### src/rtl/ripple_count_monitor.sv
// Purpose : samples a free-running ripple counter into clk and checks each step is +1 (match/wrap/stall/error).
// Latency : cnt_sync one edge after sampling; pulses, counters and flags one edge after that.
// Backpr. : none; this is a passive monitor that accepts one sample every clk edge.
module ripple_count_monitor #(
    parameter int WIDTH     = 4,
    parameter int WRAP_W    = 8,
    parameter int STALL_LIM = 8
) (
    input  logic              clk,
    input  logic              reset,
    input  logic [WIDTH-1:0]  cnt_in,
    input  logic [WIDTH-1:0]  match_val,
    input  logic              match_en,
    input  logic              clear,
    output logic [WIDTH-1:0]  cnt_sync,
    output logic              match_pulse,
    output logic              wrap_pulse,
    output logic [WRAP_W-1:0] wrap_count,
    output logic              step_err,
    output logic              err_sticky,
    output logic              stalled
);

    typedef enum logic [1:0] {
        ST_INIT  = 2'd0,
        ST_RUN   = 2'd1,
        ST_FAULT = 2'd2
    } state_t;

    // Stall run counter is 8 bits wide because the limit may be as large as 255.
    localparam logic [7:0] STALL_MAX = 8'(STALL_LIM);

    state_t              state;
    logic [1:0]          prime;
    logic [WIDTH-1:0]    smp;
    logic [WIDTH-1:0]    prev;
    logic [7:0]          stall_run;

    logic [WIDTH-1:0]    delta;
    logic                is_hold;
    logic                is_step;
    logic                is_illegal;
    logic                is_wrap;
    logic                is_match;
    logic [7:0]          stall_run_nxt;
    logic [WRAP_W-1:0]   wrap_count_nxt;

    assign cnt_sync = smp;

    // Classify the step between the last two samples and precompute saturating counter updates.
    always_comb begin
        delta          = smp - prev;
        is_hold        = (delta == '0);
        is_step        = (delta == WIDTH'(1));
        is_illegal     = !is_hold && !is_step;
        is_wrap        = (prev == '1) && (smp == '0);
        is_match       = match_en && (smp == match_val);
        stall_run_nxt  = 8'd0;
        if (is_hold) begin
            stall_run_nxt = (stall_run == STALL_MAX) ? stall_run : stall_run + 8'd1;
        end
        wrap_count_nxt = wrap_count;
        if (is_wrap && (wrap_count != '1)) begin
            wrap_count_nxt = wrap_count + WRAP_W'(1);
        end
    end

    // Sampling pipeline, INIT/RUN/FAULT state machine and all registered outputs.
    always_ff @(posedge clk or posedge reset) begin
        if (reset) begin
            state       <= ST_INIT;
            prime       <= 2'd0;
            smp         <= '0;
            prev        <= '0;
            stall_run   <= 8'd0;
            match_pulse <= 1'b0;
            wrap_pulse  <= 1'b0;
            wrap_count  <= '0;
            step_err    <= 1'b0;
            err_sticky  <= 1'b0;
            stalled     <= 1'b0;
        end else begin
            prev <= smp;
            smp  <= cnt_in;
            if (state == ST_INIT) begin
                // smp and prev hold real samples only from the second edge on.
                prime       <= prime + 2'd1;
                match_pulse <= 1'b0;
                wrap_pulse  <= 1'b0;
                step_err    <= 1'b0;
                if (prime == 2'd1) begin
                    state <= ST_RUN;
                end
            end else begin
                // Pulses are driven even on a clearing edge; only the state they would leave behind is dropped.
                match_pulse <= is_match;
                wrap_pulse  <= is_wrap;
                step_err    <= is_illegal;
                if (clear) begin
                    state      <= ST_RUN;
                    wrap_count <= '0;
                    stall_run  <= 8'd0;
                    stalled    <= 1'b0;
                    err_sticky <= 1'b0;
                end else begin
                    wrap_count <= wrap_count_nxt;
                    stall_run  <= stall_run_nxt;
                    stalled    <= (stall_run_nxt == STALL_MAX);
                    if (is_illegal) begin
                        state      <= ST_FAULT;
                        err_sticky <= 1'b1;
                    end
                end
            end
        end
    end

endmodule

### config.mk
export PLATFORM = sky130hd
export DESIGN_NAME = ripple_count_monitor
export DESIGN_NICKNAME = d
export VERILOG_FILES = /design/src/rtl/ripple_count_monitor.sv
export SDC_FILE = /design/constraint.sdc
export NUM_CORES = 1
export LEC_CHECK = 0
export CORE_MARGIN = 3
export CORE_UTILIZATION = 36
export DETAILED_ROUTE_END_ITERATION = 6
export GPL_TIMING_DRIVEN = 0
export PLACE_DENSITY = 0.57
export RECOVER_POWER = 100
export REMOVE_ABC_BUFFERS = 1
export SLEW_MARGIN = 0
export SYNTH_ARGS = -nofsm -noshare
export SYNTH_HDL_FRONTEND = slang
export SYNTH_SLANG_ARGS = --single-unit
export TNS_END_PERCENT = 10
### constraint.sdc
create_clock -name clk -period 2.8 [get_ports clk]
set_input_delay 0.42 -clock clk [delete_from_list [all_inputs] [get_ports clk]]
set_output_delay 0.42 -clock clk [all_outputs]
set_load 0.005 [all_outputs]
==> impl_results.rst, run 1 <==
.. list-table::
   :header-rows: 1

   * - Metric
     - Value
   * - Main area contributors after synthesis
     - sky130_fd_sc_hd__dfrtp_1, sky130_fd_sc_hd__xor2_1, sky130_fd_sc_hd__ha_1
   * - Fraction of power spent switching nets
     - 0.315
   * - Routed Antenna Nets
     - 0
   * - Worst Clk Skew
     - 6.16 ps
   * - Total of max-cap violations
     - 0
   * - Most used flip-flop cell after synthesis
     - sky130_fd_sc_hd__dfrtp_1
   * - Post-synthesis async set-or-reset flop share
     - 1.00
   * - Post-synth EDFFs
     - 0
   * - Number of I/O pins
     - 29
   * - Post-CTS clock slew at the launch and capture registers of the worst setup and hold paths
     - 70 ps
   * - Final-report max-slew violation count
     - 0
   * - Sequential-to-total area share from yosys stat
     - 0.468
   * - Aggregate negative setup slack
     - 0 ps
   * - Total Routed Length
     - 3.79 mm
   * - I/O Buffers
     - 28
   * - Relative area change from synthesis to final layout
     - 22.3%
   * - Leakage power
     - 0.974 nW
   * - Total global routing track utilization
     - 0.139
   * - Maximum number of pins on one net before global-route repair
     - 34
   * - Internal power of the cells
     - 814 uW
   * - Number of buffers added to fix hold violations after cts
     - 0
   * - Setup slack after layout
     - 228 ps
   * - Endpoint type of the worst setup path
     - flip-flop
   * - Power after layout
     - 1.19 mW
   * - Crit Path Max Fanout
     - 7
   * - Final number of hold-violating endpoints
     - 0
   * - Category of the most critical setup path
     - flip-flop to flip-flop
   * - Fill cell total of the finished layout
     - 426
   * - Synthesis-stage register bit count
     - 33
   * - Normalized max-slew margin
     - 0.178
   * - Post-synth cell types
     - 47
   * - Net count, final
     - 219
   * - Die Area
     - 0.00578 mm^2
   * - Commonest non-fill, non-tap cell in the layout
     - sky130_fd_sc_hd__dfrtp_1
   * - Element type at the critical path start
     - flip-flop
   * - Critical path required time
     - 2990 ps
   * - Worst slack after detailed placement
     - 250 ps
   * - Routed len/inst
     - 14.3 um
   * - Worst hold slack across all endpoints
     - 474 ps
   * - Number of antenna violations at the first check in global routing
     - 0
   * - Highest achievable clock rate
     - 389 MHz
   * - Cell area after technology mapping
     - 0.00176 mm^2
   * - Seq pwr share
     - 0.474
   * - Final weighted congestion of routability-driven global placement
     - 0.808
   * - RSZ-0062 raised after global routing
     - false
   * - Height of the die
     - 76.0 um
   * - Number of cell rows
     - 24
   * - Result of the run
     - complete, no violations
   * - Number of antenna diodes
     - 0
   * - Cell type with the largest total area after synthesis
     - sky130_fd_sc_hd__dfrtp_1
   * - Post-CTS Repair Setup Buffers
     - 0
   * - Cell at the root of the clock tree
     - sky130_fd_sc_hd__clkbuf_8
   * - Post-CTS Resized
     - 0
   * - Count of mapped cells out of synthesis
     - 170
   * - Portion of total power attributed to combinational logic
     - 0.234
   * - DRC errors left
     - 0
   * - Total setup violations reported at the end of the flow
     - 0
   * - Average cell area after synthesis
     - 10.4 um^2
   * - Top-area cell type share of the netlist area
     - 0.468
   * - Insertion delay of the later-clocked pin in the worst-skew pair
     - 280 ps
   * - Share of cells above drive strength 1
     - 0.0550
   * - Time the final worst path needs with I/O delays and setup
     - 2570 ps
   * - Chip Width
     - 76.0 um
   * - Commonest cells after routing, fill and taps aside
     - sky130_fd_sc_hd__dfrtp_1, sky130_fd_sc_hd__dlygate4sd3_1, sky130_fd_sc_hd__xor2_1
   * - Inserted Clock Buffers
     - 5
   * - Power density of the placed cells
     - 551 mW/mm^2
   * - Switching power
     - 374 uW
   * - Initial core utilization
     - 0.389
   * - Starting DRT DRC Count
     - 37
   * - Least-Margin Pin Slew
     - 1230 ps
   * - Part of the power in the clock network
     - 0.292
   * - First-pass GRT wire length
     - 6.51 mm
   * - First-pass detailed-route iteration total
     - 4
   * - Final HPWL DP
     - 2.66 mm
   * - Number of global-route vias before repair
     - 1435
   * - Num Clock Sinks
     - 33
   * - Number of warnings issued by yosys
     - 0
   * - Area inside the core boundary
     - 0.00453 mm^2
   * - Data arrival time of the worst path
     - 2760 ps
   * - Peak ir drop on the vdd network
     - 407 uV
   * - Class of the tightest hold or removal check
     - flip-flop to flip-flop
   * - Maximum root-to-sink buffer count
     - 2
   * - Final Cycle Share
     - 0.919
   * - CTS tree
     - yes
   * - GRT Residual Overflow
     - 0
   * - Register-to-register setup slack
     - 230 ps
   * - Vias
     - 1366
   * - Vias per cell
     - 5.15
   * - Number of H-tree branching levels
     - 2
-- state kept, by name, summed over array words and instances, names as in the netlist --
signal       flops
stall_run        8
wrap_count       8
cnt_sync         4
prev             4
prime            2
state            2
err_sticky       1
match_pulse      1
stalled          1
step_err         1
wrap_pulse       1
-- cells by family (layout without fill, tap and decap cells) --
family,after synthesis,in the layout,share of synthesized area
AOI/OAI and AO/OA,39,39,0.149
xor gates and xnor gates,15,15,0.0745
adders and majority gates,8,8,0.0610
buffers and inverters,18,48,0.0411
DFF,33,33,0.468
muxes,3,3,0.0184
and+or+nand+nor,54,54,0.188
-- power by group through the flow --
| stage | Sequential [mW] | Clock [mW] | Combinational (mW) |
|---|---|---|---|
| floorplan | 0.568 | 0 | 0.181 |
| global placement | 0.572 | 0 | 0.284 |
| detailed placement | 0.573 | 0 | 0.293 |
| CTS | 0.566 | 0.361 | 0.295 |
| global route | 0.574 | 0.380 | 0.313 |
| finish | 0.564 | 0.347 | 0.278 |
-- stage by stage --
step | util | area (um^2) | std cells
after floorplan | - | 1730 | 163
after global placement | 0.462 | 2090 | 256
final | 0.476 | 2160 | 265
after detailed placement | 0.462 | 2090 | 256
after global routing | 0.476 | 2160 | 265
after CTS | 0.480 | 2180 | 264
-- path summary, 6_finish.rpt --
kind / cells past startpoint / endpoint / start
min reg2reg: 0 / prev[2] / cnt_sync[2]
max in group asynchronous: 3 / wrap_count[3] / reset
max reg2reg: 8 / stalled / cnt_sync[0]
min in group asynchronous: 2 / cnt_sync[1] / reset
min: 0 / prev[2] / cnt_sync[2]
max: 8 / stalled / cnt_sync[0]
-- cell usage after synthesis (2+ instances only) --
library cell,number
sky130_fd_sc_hd__o22ai_1,2
sky130_fd_sc_hd__a21oi_1,10
sky130_fd_sc_hd__dfrtp_1,33
sky130_fd_sc_hd__nor2_1,4
sky130_fd_sc_hd__o21ai_1,4
sky130_fd_sc_hd__buf_2,4
sky130_fd_sc_hd__a22o_1,2
sky130_fd_sc_hd__a31oi_1,2
sky130_fd_sc_hd__nor2b_1,2
sky130_fd_sc_hd__inv_1,11
sky130_fd_sc_hd__nand2b_1,3
sky130_fd_sc_hd__nor4_1,3
sky130_fd_sc_hd__nand4bb_1,2
sky130_fd_sc_hd__ha_1,7
sky130_fd_sc_hd__o211ai_1,3
sky130_fd_sc_hd__mux2_2,2
sky130_fd_sc_hd__o21ai_0,7
sky130_fd_sc_hd__xor2_1,11
sky130_fd_sc_hd__and3_1,7
sky130_fd_sc_hd__nor3_1,3
sky130_fd_sc_hd__clkbuf_1,2
sky130_fd_sc_hd__xnor2_1,4
sky130_fd_sc_hd__nand3_1,8
sky130_fd_sc_hd__nand2_1,9
sky130_fd_sc_hd__a21o_1,2
sky130_fd_sc_hd__or3_1,2
-- critical path: stages (launching register included) --
cell and delay (ps):
sky130_fd_sc_hd__dfrtp_1 430, sky130_fd_sc_hd__inv_1 70, sky130_fd_sc_hd__ha_1 200, sky130_fd_sc_hd__inv_1 70, sky130_fd_sc_hd__fa_1 400, sky130_fd_sc_hd__nand2b_1 170, sky130_fd_sc_hd__or4b_1 650, sky130_fd_sc_hd__nand2b_4 210
sky130_fd_sc_hd__o31ai_1 280
-- layer usage --
metal / track usage / up-vias / share of wire
li1: - / 663 / -
met1: 0.178 / 665 / 0.47
met2: 0.218 / 33 / 0.47
met3: 0.0437 / 5 / 0.041
met4: 0.0580 / 0 / 0.015
met5: 0 / - / 0
-- area by class of cell --
type	count	area, um^2	share of cell area
multi-input cells	119	843	0.391
well taps	65	81.3	0.0377
clock buffers	6	72.6	0.0336
repair buffers	29	284	0.132
inverters	11	41.3	0.0191
flip-flops and latches	33	826	0.383
clock inverters	2	10.0	0.00464
Power figures use the tool's default switching activity.
==> run 2, diff against run 1 <==
Settings changed: GPL_TIMING_DRIVEN 0 to 1.
==> run 2 against run 1 <==
  * The run now ends with capacitance limit, slew limit left
  * Utilization rose by 0.99 points
  * Cell count is 0.38% higher
  * Combinational power about the same
  * First-iteration DRC count increased by 100%
  * Largest power group unchanged
==> impl_results.rst, run 2 (synthesis results as in run 1) <==
.. list-table::
   :header-rows: 1

   * - Metric
     - Value
   * - Final HPWL DP
     - 2.86 mm
   * - Total of max-cap violations
     - 1
   * - Commonest non-fill, non-tap cell in the layout
     - sky130_fd_sc_hd__dfrtp_1
   * - Inserted Clock Buffers
     - 5
   * - First-pass detailed-route iteration total
     - 4
   * - Number of H-tree branching levels
     - 2
   * - Endpoint type of the worst setup path
     - flip-flop
   * - Vias per cell
     - 5.26
   * - Time the final worst path needs with I/O delays and setup
     - 2580 ps
   * - Category of the most critical setup path
     - flip-flop to flip-flop
   * - Critical path required time
     - 3020 ps
   * - Post-CTS clock slew at the launch and capture registers of the worst setup and hold paths
     - 70 ps
   * - Total Routed Length
     - 3.85 mm
   * - Violated checks
     - capacitance limit, slew limit
   * - Num Clock Sinks
     - 33
   * - Vias
     - 1399
   * - Final weighted congestion of routability-driven global placement
     - 0.845
   * - Number of antenna violations at the first check in global routing
     - 0
   * - Share of cells above drive strength 1
     - 0.0697
   * - Met3 Resource Use GR
     - 0.0426
   * - Number of cell rows
     - 24
   * - Area inside the core boundary
     - 0.00453 mm^2
   * - Initial core utilization
     - 0.389
   * - CTS tree
     - yes
   * - Height of the die
     - 76.0 um
   * - Number of buffers added to fix hold violations after cts
     - 0
   * - Normalized max-slew margin
     - -0.153
   * - Data arrival time of the worst path
     - 2800 ps
   * - RSZ-0062 raised after global routing
     - false
   * - Final-report max-slew violation count
     - 34
   * - Result of the run
     - finished with violations
   * - I/O Buffers
     - 28
   * - Total setup violations reported at the end of the flow
     - 0
   * - Die Area
     - 0.00578 mm^2
   * - Net count, final
     - 220
   * - Total global routing track utilization
     - 0.145
   * - Crit Path Max Fanout
     - 7
   * - Insertion delay of the later-clocked pin in the worst-skew pair
     - 270 ps
   * - Element type at the critical path start
     - flip-flop
   * - Chip Width
     - 76.0 um
   * - Register-to-register setup slack
     - 220 ps
   * - Power density of the placed cells
     - 592 mW/mm^2
   * - Aggregate negative setup slack
     - 0 ps
   * - Worst Clk Skew
     - 2.09 ps
   * - Setup slack after layout
     - 218 ps
   * - Worst slack after detailed placement
     - 251 ps
   * - Maximum root-to-sink buffer count
     - 2
   * - Relative area change from synthesis to final layout
     - 24.9%
   * - Startpoint of the most critical register-to-register path
     - cnt_sync[0]
   * - DRC errors left
     - 0
   * - Worst reg2reg endpoint
     - stall_run[0]
   * - Peak ir drop on the vdd network
     - 277 uV
   * - Least-Margin Pin Slew
     - 1730 ps
   * - Starting DRT DRC Count
     - 75
   * - Highest achievable clock rate
     - 387 MHz
   * - Layer with the highest usage
     - met2
   * - Cell at the root of the clock tree
     - sky130_fd_sc_hd__clkbuf_8
   * - Post-CTS Resized
     - 0
   * - Fill cell total of the finished layout
     - 408
   * - Leakage power
     - 0.995 nW
   * - Final number of hold-violating endpoints
     - 0
   * - Number of I/O pins
     - 29
   * - Routed Antenna Nets
     - 0
   * - Commonest cells after routing, fill and taps aside
     - sky130_fd_sc_hd__dfrtp_1, sky130_fd_sc_hd__dlygate4sd3_1, sky130_fd_sc_hd__inv_1, sky130_fd_sc_hd__xor2_1
   * - Global-route met2 utilization
     - 0.244
   * - CP endpoint
     - stall_run[0]
   * - Maximum number of pins on one net before global-route repair
     - 34
   * - Worst r2r path cells
     - 9
   * - First-pass GRT wire length
     - 6.78 mm
   * - Met1 Usage GRT
     - 0.180
   * - Number of antenna diodes
     - 0
   * - Post-CTS Repair Setup Buffers
     - 0
   * - Beginning of the critical path
     - cnt_sync[0]
   * - GRT Residual Overflow
     - 0
   * - Regs by FF count
     - stall_run: 8 flops, wrap_count: 8 flops
   * - Class of the tightest hold or removal check
     - flip-flop to flip-flop
   * - Number of global-route vias before repair
     - 1434
   * - Final Cycle Share
     - 0.922
   * - Routed len/inst
     - 14.5 um
run 2: cell count changes in the layout (fill, tap and decap cells not counted), sizes merged:
| cell | delta |
|---|---|
| buf | +1 |
| clkinvlp | +1 |
| bufinv | +1 |
| inv | +1 |
| clkinv | -3 |
run 2: area by class of cell:
class | count | area [um^2] | share of cell area
clock buffer | 6 | 82.6 | 0.0375
clock inverter | 2 | 37.5 | 0.0170
inverter | 11 | 41.3 | 0.0187
multi-input combinational | 119 | 843 | 0.383
sequential | 33 | 826 | 0.375
tap | 65 | 81.3 | 0.0369
timing repair buffer | 30 | 292 | 0.132
run 2: worst max-delay path, stage by stage, from the launching register on:
cell and delay [ps]:
sky130_fd_sc_hd__dfrtp_1 420, sky130_fd_sc_hd__inv_1 80, sky130_fd_sc_hd__ha_1 150, sky130_fd_sc_hd__inv_1 50, sky130_fd_sc_hd__fa_1 370, sky130_fd_sc_hd__xnor2_1 170
sky130_fd_sc_hd__nand2b_1 90, sky130_fd_sc_hd__or4b_1 630, sky130_fd_sc_hd__nor3_1 350, sky130_fd_sc_hd__mux2_2 220
run 2: worst min-delay path by stage:
stage | startpoint | end | depth (start not counted)
6_report | cnt_sync[0] | prev[0] | 0
2_1_floorplan | cnt_sync[0] | prev[0] | 0
3_3_place_gp | cnt_sync[0] | prev[0] | 0
4_1_cts | cnt_sync[0] | prev[0] | 0
5_1_grt | cnt_sync[0] | prev[0] | 0
3_5_place_dp | cnt_sync[0] | prev[0] | 0
run 2: layer usage:
metal | share of wire | vias to the layer above | wire length [um]
met5 | 0 | - | 0
met4 | 0.0062 | 0 | 24
met3 | 0.050 | 2 | 192
met2 | 0.50 | 35 | 1930
met1 | 0.44 | 686 | 1700
li1 | - | 676 | -
run 2: metrics by stage:
stage	cell area [um^2]	total power [mW]	util	hold slack [ps]	std cells
finish	2200	1.30	0.486	466	266
global route	2200	1.39	0.486	500	266
CTS	2230	1.34	0.492	483	266
detailed placement	2110	0.872	0.465	467	258
global placement	2110	0.856	0.465	445	258
floorplan	1730	0.749	-	443	163
run 2: report_power, final:
group	internal, mW	switching (mW)	leakage (nW)
logic	0.115	0.162	0.509
registers	0.528	0.0387	0.429
clock network	0.289	0.171	0.0574
==> run 3, diff against run 2 <==
Settings changed: CELL_PAD_IN_SITES_DETAIL_PLACEMENT set to 1, CELL_PAD_IN_SITES_GLOBAL_PLACEMENT set to 2, CORE_UTILIZATION 36 to 33, PLACE_DENSITY 0.57 to 0.77, REMOVE_ABC_BUFFERS 1 to unset.
==> run 3 against run 2 <==
  * The flow still finishes with violations (capacitance limit, slew limit)
  * Wire length increased by 5.1%
  * Via count increased by 0.21%
  * Die area increased by 8.4%
  * Global-route usage decreased by 0.053 points
  * Worst hold slack got worse by 1.9 ps
  * Clock skew increased by 3.5 ps
  * Power decreased by 7.9%
  * Sequential share of layout area increased by 0.32 points
  * Cell area decreased by 0.85%
  * Non-clock buffer count increased by 1
  * Sequential power about the same
  * First-iteration DRC count decreased by 16%
  * Highest routed layer unchanged
==> impl_results.rst, run 3 (synthesis results as in run 1) <==
.. list-table::
   :header-rows: 1

   * - Metric
     - Value
   * - Number of global-route vias before repair
     - 1598
   * - Sequential cell area
     - 826 um^2
   * - Final number of hold-violating endpoints
     - 0
   * - Class of the tightest hold or removal check
     - flip-flop to flip-flop
   * - Vias per cell
     - 5.23
   * - Peak ir drop on the vdd network
     - 305 uV
   * - CTS tree
     - yes
   * - I/O Buffers
     - 28
   * - Routed Antenna Nets
     - 0
   * - RSZ-0062 raised after global routing
     - false
   * - Number of cell rows
     - 25
   * - Chip Width
     - 79.1 um
   * - Share of cells above drive strength 1
     - 0.0647
   * - Vias
     - 1402
   * - Final HPWL DP
     - 3.09 mm
   * - Switching power
     - 353 uW
   * - Starting DRT DRC Count
     - 63
   * - Maximum root-to-sink buffer count
     - 2
   * - Least-Margin Pin Slew
     - 1740 ps
   * - Fraction of power spent switching nets
     - 0.294
   * - Portion of total power attributed to combinational logic
     - 0.241
   * - Mapped Nets
     - 190
   * - Total global routing track utilization
     - 0.145
   * - Regs by FF count
     - stall_run: 8 flops, wrap_count: 8 flops
   * - Initial core utilization
     - 0.357
   * - Area inside the core boundary
     - 0.00494 mm^2
   * - Power density of the placed cells
     - 549 mW/mm^2
   * - Number of antenna violations at the first check in global routing
     - 0
   * - Element type at the critical path start
     - flip-flop
   * - Highest achievable clock rate
     - 386 MHz
   * - Aggregate negative setup slack
     - 0 ps
   * - GRT Residual Overflow
     - 0
   * - Seq pwr share
     - 0.470
   * - Total setup violations reported at the end of the flow
     - 0
   * - Power after layout
     - 1.20 mW
   * - Area of placed instances
     - 0.00212 mm^2
   * - Final-report max-slew violation count
     - 34
   * - Multi-input logic area
     - 848 um^2
   * - Routed len/inst
     - 15.1 um
   * - Number of antenna diodes
     - 0
   * - Commonest cells after routing, fill and taps aside
     - sky130_fd_sc_hd__dfrtp_1, sky130_fd_sc_hd__dlygate4sd3_1, sky130_fd_sc_hd__inv_1, sky130_fd_sc_hd__xor2_1
   * - Summed area of non-filler cells in the final layout
     - 0.00218 mm^2
   * - Cell at the root of the clock tree
     - sky130_fd_sc_hd__clkbuf_8
   * - Post-CTS clock slew at the launch and capture registers of the worst setup and hold paths
     - 60 ps
   * - Post-CTS Resized
     - 0
   * - Number of H-tree branching levels
     - 2
   * - Final weighted congestion of routability-driven global placement
     - 0.790
   * - Worst Clk Skew
     - 5.61 ps
   * - Number of I/O pins
     - 29
   * - Num Clock Sinks
     - 33
   * - Number of buffers added to fix hold violations after cts
     - 0
   * - Setup slack after layout
     - 208 ps
   * - First-pass GRT wire length
     - 7.19 mm
   * - Internal power of the cells
     - 847 uW
   * - Final Cycle Share
     - 0.926
   * - Data arrival time of the worst path
     - 2770 ps
   * - Result of the run
     - finished with violations
   * - Critical path required time
     - 2980 ps
   * - Crit Path Max Fanout
     - 7
   * - Height of the die
     - 79.1 um
   * - DRC errors left
     - 0
   * - Worst slack after detailed placement
     - 220 ps
   * - First-pass detailed-route iteration total
     - 4
   * - Category of the most critical setup path
     - flip-flop to flip-flop
   * - Fill cell total of the finished layout
     - 592
   * - Part of the power in the clock network
     - 0.289
   * - Die Area
     - 0.00626 mm^2
   * - Endpoint type of the worst setup path
     - flip-flop
   * - Time the final worst path needs with I/O delays and setup
     - 2590 ps
   * - Commonest non-fill, non-tap cell in the layout
     - sky130_fd_sc_hd__dfrtp_1
   * - Violated checks
     - capacitance limit, slew limit
   * - Normalized max-slew margin
     - -0.160
   * - Insertion delay of the later-clocked pin in the worst-skew pair
     - 280 ps
   * - Maximum number of pins on one net before global-route repair
     - 34
   * - Relative area change from synthesis to final layout
     - 23.8%
   * - Total of max-cap violations
     - 1
   * - Net count, final
     - 221
   * - Post-CTS Repair Setup Buffers
     - 0
   * - Total Routed Length
     - 4.04 mm
   * - Inserted Clock Buffers
     - 5
   * - Leakage power
     - 0.989 nW
run 3: path summary, 6_finish.rpt:
| path | slack [ps] | cells after the start | start | to |
|---|---|---|---|---|
| max | 210 | 9 | cnt_sync[0] | stalled |
| min | 460 | 0 | cnt_sync[0] | prev[0] |
| max reg2reg | 210 | 9 | cnt_sync[0] | stalled |
| min reg2reg | 460 | 0 | cnt_sync[0] | prev[0] |
| max in group asynchronous | 580 | 3 | reset | stall_run[4] |
| min in group asynchronous | 1210 | 3 | reset | wrap_pulse |
run 3: area by class of cell:
type                            count  area share
Timing Repair Buffer               31       0.137
Tap cell                           67      0.0384
Inverter                           11      0.0189
Multi-Input combinational cell    119       0.388
Clock buffer                        7      0.0395
Sequential cell                    33       0.378
run 3: critical path, stage by stage (launching register included):
cell and delay [ps]:
sky130_fd_sc_hd__dfrtp_1 420, sky130_fd_sc_hd__inv_1 80, sky130_fd_sc_hd__ha_1 160, sky130_fd_sc_hd__inv_1 60, sky130_fd_sc_hd__fa_1 370, sky130_fd_sc_hd__xnor2_1 180
sky130_fd_sc_hd__nand2b_1 90, sky130_fd_sc_hd__or4b_1 660, sky130_fd_sc_hd__nand2b_4 210, sky130_fd_sc_hd__o31ai_1 280
run 3: power groups by stage:
stage	clock network [mW]	logic (mW)	registers (mW)
floorplan	0	0.195	0.568
global placement	0	0.297	0.570
detailed placement	0	0.308	0.575
CTS	0.366	0.310	0.567
global route	0.390	0.334	0.573
finish	0.346	0.289	0.565
run 3: metrics by stage:
stage / hold WS, ps / utilization / std cells
floorplan: 443 / - / 170
global placement: 438 / 0.429 / 261
detailed placement: 470 / 0.429 / 261
CTS: 483 / 0.446 / 268
global route: 480 / 0.442 / 268
finish: 464 / 0.442 / 268
run 3: per-layer routing:
layer	GRT usage	wire length (um)
met5	0	0
met4	0.0567	60
met3	0.0295	113
met2	0.252	2050
met1	0.175	1820
